$ cat src/rtl/map_state_ctrl.sv
// rtl/map_state_ctrl.sv - Life map generation register with run/pause/step control and a generation counter.
// Optional MAP_AUTO_HALT_EN: a RUN commit that leaves the map stable or extinct also moves the FSM to HALT.
module map_state_ctrl #(
   parameter int map_width  = 8,
   parameter int map_height = 8,
   parameter int GEN_W      = 16
) (
   input  logic                          clock,
   input  logic                          reset,
   input  logic                          enable,
   input  logic                          load,
   input  logic                          start,
   input  logic                          stop,
   input  logic                          step,
   input  logic [map_width*map_height-1:0] state_in,
   input  logic [map_width*map_height-1:0] state_init,
   output logic [map_width*map_height-1:0] state_out,
   output logic [GEN_W-1:0]              generation,
   output logic                          running,
   output logic                          halted,
   output logic                          extinct,
   output logic                          stable
);

   localparam int N = map_width * map_height;

   typedef enum logic [1:0] {
      ST_IDLE  = 2'd0,
      ST_PAUSE = 2'd1,
      ST_RUN   = 2'd2,
      ST_HALT  = 2'd3
   } state_t;

   state_t           state_q, state_d;
   logic [N-1:0]     map_q, map_d;
   logic [GEN_W-1:0] gen_q, gen_d;
   logic             extinct_q, extinct_d;
   logic             stable_q, stable_d;

   logic             commit;
   logic             next_stable;
   logic             next_extinct;

   // A commit needs no higher-priority command this cycle (load, stop in RUN, start in PAUSE).
   assign commit = !load &&
                   (((state_q == ST_RUN)   && !stop  && enable) ||
                    ((state_q == ST_PAUSE) && !start && step && enable));

   assign next_stable  = (state_in == map_q);
   assign next_extinct = (state_in == '0);

   always_ff @(posedge clock or negedge reset) begin
      if (!reset) begin
         state_q   <= ST_IDLE;
         map_q     <= '0;
         gen_q     <= '0;
         extinct_q <= 1'b0;
         stable_q  <= 1'b0;
      end else begin
         state_q   <= state_d;
         map_q     <= map_d;
         gen_q     <= gen_d;
         extinct_q <= extinct_d;
         stable_q  <= stable_d;
      end
   end

   always_comb begin
      state_d = state_q;
      if (load) begin
         state_d = ST_PAUSE;
      end else begin
         case (state_q)
            ST_PAUSE: if (start) state_d = ST_RUN;
            ST_RUN: begin
               if (stop) begin
                  state_d = ST_PAUSE;
`ifdef MAP_AUTO_HALT_EN
               end else if (commit && (next_stable || next_extinct)) begin
                  state_d = ST_HALT;
`endif
               end
            end
            default: state_d = state_q;
         endcase
      end
   end

   always_comb begin
      map_d     = map_q;
      gen_d     = gen_q;
      extinct_d = extinct_q;
      stable_d  = stable_q;
      if (load) begin
         map_d     = state_init;
         gen_d     = '0;
         stable_d  = 1'b0;
         extinct_d = (state_init == '0);
      end else if (commit) begin
         map_d     = state_in;
         gen_d     = (gen_q == {GEN_W{1'b1}}) ? gen_q : gen_q + 1'b1;
         stable_d  = next_stable;
         extinct_d = next_extinct;
      end
   end

   always_comb begin
      state_out  = map_q;
      generation = gen_q;
      extinct    = extinct_q;
      stable     = stable_q;
      running    = (state_q == ST_RUN);
`ifdef MAP_AUTO_HALT_EN
      halted     = (state_q == ST_HALT);
`else
      halted     = 1'b0;
`endif
   end

endmodule
$ cat config.mk
export PLATFORM = sky130hd
export DESIGN_NAME = map_state_ctrl
export DESIGN_NICKNAME = d
export VERILOG_FILES = /design/src/rtl/map_state_ctrl.sv
export SDC_FILE = /design/constraint.sdc
export NUM_CORES = 1
export LEC_CHECK = 0
export BUFFER_PORTS_ARGS = -buffer_cell sky130_fd_sc_hd__buf_2
export CAP_MARGIN = 10
export CELL_PAD_IN_SITES_DETAIL_PLACEMENT = 0
export CELL_PAD_IN_SITES_GLOBAL_PLACEMENT = 1
export CORE_MARGIN = 1.5
export CORE_UTILIZATION = 35
export CTS_CLUSTER_DIAMETER = 50
export DETAILED_ROUTE_END_ITERATION = 16
export PLACE_DENSITY = 0.81
export SLEW_MARGIN = 20
export SYNTH_ARGS = -nofsm -noshare
export SYNTH_HDL_FRONTEND = slang
export SYNTH_SLANG_ARGS = --single-unit
$ cat constraint.sdc
create_clock -name clock -period 2.6 [get_ports clock]
set_clock_uncertainty 0.2 [all_clocks]
set_input_delay 0.26 -clock clock [delete_from_list [all_inputs] [get_ports clock]]
set_output_delay 0.26 -clock clock [all_outputs]
set_load 0.01 [all_outputs]
==> results of run 1 <==
power by group through the flow:
stage          sequential (uW)  combinational (uW)  clock, uW
6_report                  1530                 944       1310
5_1_grt                   1550                1020       1370
4_1_cts                   1530                 938       1340
3_5_place_dp              1550                 860          0
3_3_place_gp              1550                 852          0
2_1_floorplan             1590                 364          0
worst max-delay path: stages (launching register included):
cell and delay (ns):
dfrtp_1 0.46, nand4_2 0.17, or3_1 0.55, o32ai_4 0.58, or3_2 0.24, a21oi_2 0.05
per-stage QoR:
stage | std cells | util (%) | setup WS (ns)
finish | 1011 | 52.2 | 0.222
global route | 1011 | 52.2 | 0.0753
CTS | 1011 | 52.1 | 0.102
detailed placement | 930 | 45.4 | 0.253
global placement | 930 | 45.4 | 0.320
floorplan | 551 | - | 0.430
registers in the layout (all words and copies together) (netlist names):
name and count:
state_q 2, state_out 64, stable 1, generation 16
extinct 1
how the worst min path moves through the flow:
stage	slack, ns	start	endpoint
4_1_cts	0.007	state_init[47]	state_out[47]
2_1_floorplan	-0.24	reset	extinct
3_3_place_gp	0.08	reset	state_out[19]
5_1_grt	0.04	state_in[47]	state_out[47]
3_5_place_dp	0.09	reset	state_out[19]
6_report	0.02	state_in[47]	state_out[47]
cells in the mapped netlist (8+ instances only):
library cell  count  area share, %
dfrtp_1          84             42
nand2_1          77            5.7
o21ai_0          70            6.9
mux2i_1          55             11
nor4_1           41            5.1
xnor2_1          36            6.2
nand4_1          21            2.6
xor2_1           21            3.6
nor2_1           17            1.3
clkbuf_1         16            1.2
inv_1            14            1.0
a21oi_1          13            1.3
nand2b_1          8           0.99
cell type report:
type | count | share of cell area [%]
clock buffers | 10 | 3.14
clock inverters | 6 | 0.874
inverters | 14 | 0.720
multi-input cells | 425 | 38.2
flip-flops and latches | 84 | 28.8
well taps | 180 | 3.09
repair buffers | 292 | 25.2
cells by family (layout without fill, tap and decap cells):
| logic type | count (synthesis) | count (layout) | synth area share, % |
|---|---|---|---|
| other cells | 1 | 1 | 0.0740 |
| flops | 84 | 84 | 41.5 |
| compound gates | 114 | 114 | 13.7 |
| xor+xnor | 57 | 57 | 9.86 |
| simple gates | 197 | 197 | 19.9 |
| buf+inv | 42 | 322 | 3.83 |
| mux | 55 | 55 | 10.9 |
| fa+ha+maj | 1 | 1 | 0.247 |
layer usage:
metal	part of all wire (%)	wire length [um]	vias to the layer above	track usage, %
met3	6.1	1210	39	3.51
met5	0	0	-	0
met2	48	9560	245	42.7
met4	3.3	652	0	11.9
met1	42	8340	2657	33.9
li1	-	-	2540	-
repair_timing:
| item | CTS | global route |
|---|---|---|
| endpoints found under the hold margin | 100 | 0 |
| gates resized for setup | 0 | 1 |
| setup endpoints to repair | 0 | 1 |
| buffers inserted | 0 | 0 |
| hold buffers | 65 | 0 |
==> metrics, run 1 <==
clk slew on worst S/H paths 0.06 ns; CP Class flip-flop to flip-flop; Worst R2R Setup Slack 0.22 ns; Overall Power roughly 3800 uW; register area share after synthesis 41.5%; Initial Util 36.2%; worst-path fanout max 14; Logic pwr share about a quarter; r2r worst-path depth 5; CP required about 2.6 ns; crit end category flip-flop; final worst path period need about 2.4 ns; r2r startpoint generation[7]; initial antenna violation count 0; Crit path arrival time about 2.4 ns; GRT overflow 0; Post-Route WL about 20,000 um; CTS sink cnt 84; P per Cell Area around 520 nW/um^2; Worst VDD drop roughly 0.00034 V; Post-DP HPWL 14,900 um; Fmax between 0.4 and 0.5 GHz; layout cells sized above 1 31.9%; startpoint types flip-flop; worst r2r dst generation[3]; I/O Buffers about 220; Die Height ~120 um; CTS max path bufs 2; gpl congestion slightly above 0.9; # diodes 0; Psw roughly 1200 uW; post-route ant nets 0; setup TNS 0 ns; pins over their slew limit 0; HP Class input pin to flip-flop; Internal Power 2590 uW; DRC errors left 0; Reg area 2100 sq um; Worst-Margin Slew 0.614 ns; GRT Util Overall 25.9%; clock latency on the worst-skew pair 0.35 ns; Sw Share 31.6%; Sequential Power Share 40.5%; DP Area about 6400 sq um; Tcrit/Tclk final between 90% and 100%; maxcap violations 0; commonest non-fill, non-tap cell in the layout buf_2; DR vias between 5k and 6k; H-Tree Depth 3; worst hold margin ~0.020 ns; Synth Instances between 500 and 600; Setup crit end generation[3]; die area approximately 15,000 sq um; status finished, final reports clean; Final setup viols 0; wire per inst between 15 and 20 um; I/O pin count ~220; unrepaired setup endpoints after global routing no; Post-synth EDFFs 0; largest net degree at the start of global routing 60; layout net count between 900 and 1k; Area Growth Syn to Fin 44.1%; Root Buffer clkbuf_16; fillcell total around 1.3k; CP startpoint generation[7]; Horiz. Die Dim 123 um; Post-synth top flop dfrtp_1; CTS tree yes; core area 14,000 sq um; post-synth cell types 46; vias in the first global route around 5.3k; net count after synthesis between 600 and 700; Async SR Flop Fraction 100%; footprint of the multi-input gates between 2000 and 3000 sq um; global-route wire length before repair 29,200 um; FP Rows 43; Yosys reg bits 84; Vias/cell between 5 and 6; Design Area, Final 7300 sq um; number of DRC markers in iteration 0 about 320; max_slew headroom just under 60%; hold path depth 3; Final Hold Vio Count 0; Cell Area, Synth about 5100 sq um; Leakage 0.00359 uW; Syn Area/Cell roughly 9 sq um; most frequent cells in the layout buf_2 (215), dfrtp_1 (84), nand2_1 (77), o21ai_0 (70), dlygate4sd3_1 (65); yosys warns 0; TritonRoute pass-1 iters 5; cts bufs inserted 9; Clock Power Share between 30% and 40%
(Power assumes the default switching activity.)
==> inputs of run 2 (changes only) <==
CORE_MARGIN = default   (was 1.5)
GPL_TIMING_DRIVEN = 1   (was default)
TNS_END_PERCENT = 10   (was default)
==> run 2 against run 1 <==
Clock power is 7% higher. Total power increased by 2.2%. First-iteration DRC count rose by 19%. Utilization about the same. Fmax shrank 1.3%. Die area decreased by 1.6%. Count of clock-buffer cells in the layout is the same. Sequential share of layout area barely moved. Sequential power barely moved. Largest power group unchanged. Highest routed layer unchanged.
==> metrics, run 2 (synthesis results as in run 1) <==
status finished, final reports clean; H-Tree Depth 3 (unchanged); largest net degree at the start of global routing 72 (+20%); crit end category flip-flop; Fmax 0.415 GHz (-1.3%); die area 15,000 sq um (-1.6%); Worst R2R Setup Slack 0.19 ns (-0.03 ns); final worst path period need 2.41 ns (+0.0308 ns); CP Cell Sequence nand4_2 > or3_1 > o32ai_4 > or3_2 > a21oi_2; CTS sink cnt 84 (unchanged); fin util 52.2% (about the same); r2r startpoint generation[7]; Final setup viols 0 (unchanged); TritonRoute pass-1 iters 5 (unchanged); post-CTS setup repair buffer count 0 (unchanged); Post-Route WL 20,000 um (+1.4%); Sequential Power Share 39.6% (-0.9 points); hold path depth 3 (unchanged); I/O pin count 219 (unchanged); Die Height 122 um (-0.81%); Worst VDD drop 0.000311 V (-7.7%); Logic pwr share 24.4% (-0.5 points); worst-path fanout max 14 (unchanged); wire per inst 19.9 um (+1.7%); Post-DP HPWL 14,800 um (-0.51%); Worst Hold Launch state_init[47]; commonest non-fill, non-tap cell in the layout buf_2; Tcrit/Tclk final 92.6% (+1.2 points); GRT overflow 0 (unchanged); CTS max path bufs 2 (unchanged); HP Class input pin to flip-flop; most frequent cells in the layout buf_2 (215), dfrtp_1 (84), nand2_1 (77), o21ai_0 (70), dlygate4sd3_1 (65); cts bufs inserted 9 (unchanged); DRC errors left 0 (unchanged); slowest CP cell o32ai_4; post-route ant nets 0 (unchanged); Initial Util 36.2% (unchanged); pins over their slew limit 0 (unchanged); Crit path largest cell delay 0.58 ns (about the same); CP required 2.60 ns (-0.02 ns); Largest register FFs 64 (unchanged); layout net count 960 (-0.21%); number of DRC markers in iteration 0 385 (+19%); max_slew headroom 54.0% (-5.0 points); startpoint types flip-flop; Vias/cell 5.39 (-0.53%); Sw Share 30.9% (-0.75 points); global-route wire length before repair 29,900 um (+2.3%); Area Growth Syn to Fin 44.1% (about the same); maxcap violations 0 (unchanged); Worst Hold End state_out[47]; CP startpoint generation[7]; core area 14,000 sq um (unchanged); Horiz. Die Dim 122 um (-0.81%); GRT Util Overall 27.2% (+1.2 points); P per Cell Area 531 nW/um^2 (+2.3%); worst hold margin 0.0241 ns (+0.00460 ns); clk slew on worst S/H paths 0.06 ns (about the same); DR vias 5,436 (-0.82%); Final Hold Vio Count 0 (unchanged); CTS tree yes; FP Rows 43 (unchanged); unrepaired setup endpoints after global routing no; I/O Buffers 217 (unchanged); initial antenna violation count 0 (unchanged); Root Buffer clkbuf_16; dpl cells 928 (-0.22%); setup TNS 0 ns (unchanged); Worst-Margin Slew 0.689 ns (+0.0750 ns); vias in the first global route 5,339 (+0.037%); r2r worst-path depth 5 (unchanged); Crit path arrival time 2.41 ns (about the same); clock latency on the worst-skew pair 0.35 ns (about the same); Psw 1200 uW (-0.19%); Clock Power Share 36.0% (+1.4 points); # diodes 0 (unchanged); CP Class flip-flop to flip-flop; Leakage 0.00359 uW (about the same); Internal Power 2680 uW (+3.4%); layout cells sized above 1 31.6% (-0.25 points); worst r2r dst generation[4]; gpl congestion 0.902 (-0.96%); Finished Layout Cells 1,008 (-0.30%)
==> run 2: cell types whose count changed in the layout (fill, tap and decap cells not counted), sizes merged <==
cell      change
inv           -1
buf           -2
bufinv        +1
clkinvlp      -1
==> run 2: what timing repair did <==
action | CTS | global route
endpoints found under the hold margin | 100 | 0
endpoints found under the setup margin | 0 | 1
resized for setup | 0 | 1
hold buffers | 65 | 0
==> run 2: power by group through the flow <==
stage          Clock, uW  Combinational (uW)  Sequential [uW]
6_report            1400                 945             1530
5_1_grt             1470                1020             1550
4_1_cts             1410                 938             1530
3_5_place_dp           0                 858             1550
3_3_place_gp           0                 852             1550
2_1_floorplan          0                 364             1590
==> run 2: routing by layer <==
metal	vias up	global-route usage [%]	share of wire, %
met5	-	0	0
met4	0	13.4	3.9
met3	47	5.20	6.8
met2	253	44.8	49
met1	2602	33.9	41
li1	2534	-	-
==> run 2: critical path, delay by kind of cell, from the launching register on <==
| kind | cells | cell delay, ns |
|---|---|---|
| AND/OR/NAND/NOR | 3 | 0.97 |
| AO/OA/AOI/OAI | 2 | 0.64 |
| flip-flops | 1 | 0.46 |
==> run 2: worst max-delay path by stage <==
stage	endpoint	slack (ns)	cells past startpoint
after floorplan	generation[6]	0.43	8
after global routing	generation[4]	0.04	5
after detailed placement	generation[3]	0.22	5
final	generation[4]	0.19	5
after global placement	generation[15]	0.31	6
after CTS	generation[15]	0.09	8
==> run 2: layout make-up <==
type,count,area (sq um)
Clock inverter,5,77.6
Multi-Input combinational cell,425,2790
Sequential cell,84,2100
Tap cell,180,225
Timing Repair Buffer,290,1830
Inverter,14,52.6
Clock buffer,10,229
Fill cell,1327,6690
==> run 2: through the flow <==
step / worst slack, ns / power, uW / area [sq um]
6_report: 0.192 / 3870 / 7300
5_1_grt: 0.0358 / 4040 / 7300
4_1_cts: 0.0917 / 3880 / 7290
3_5_place_dp: 0.221 / 2410 / 6340
3_3_place_gp: 0.307 / 2400 / 6340
2_1_floorplan: 0.430 / 1950 / 5060
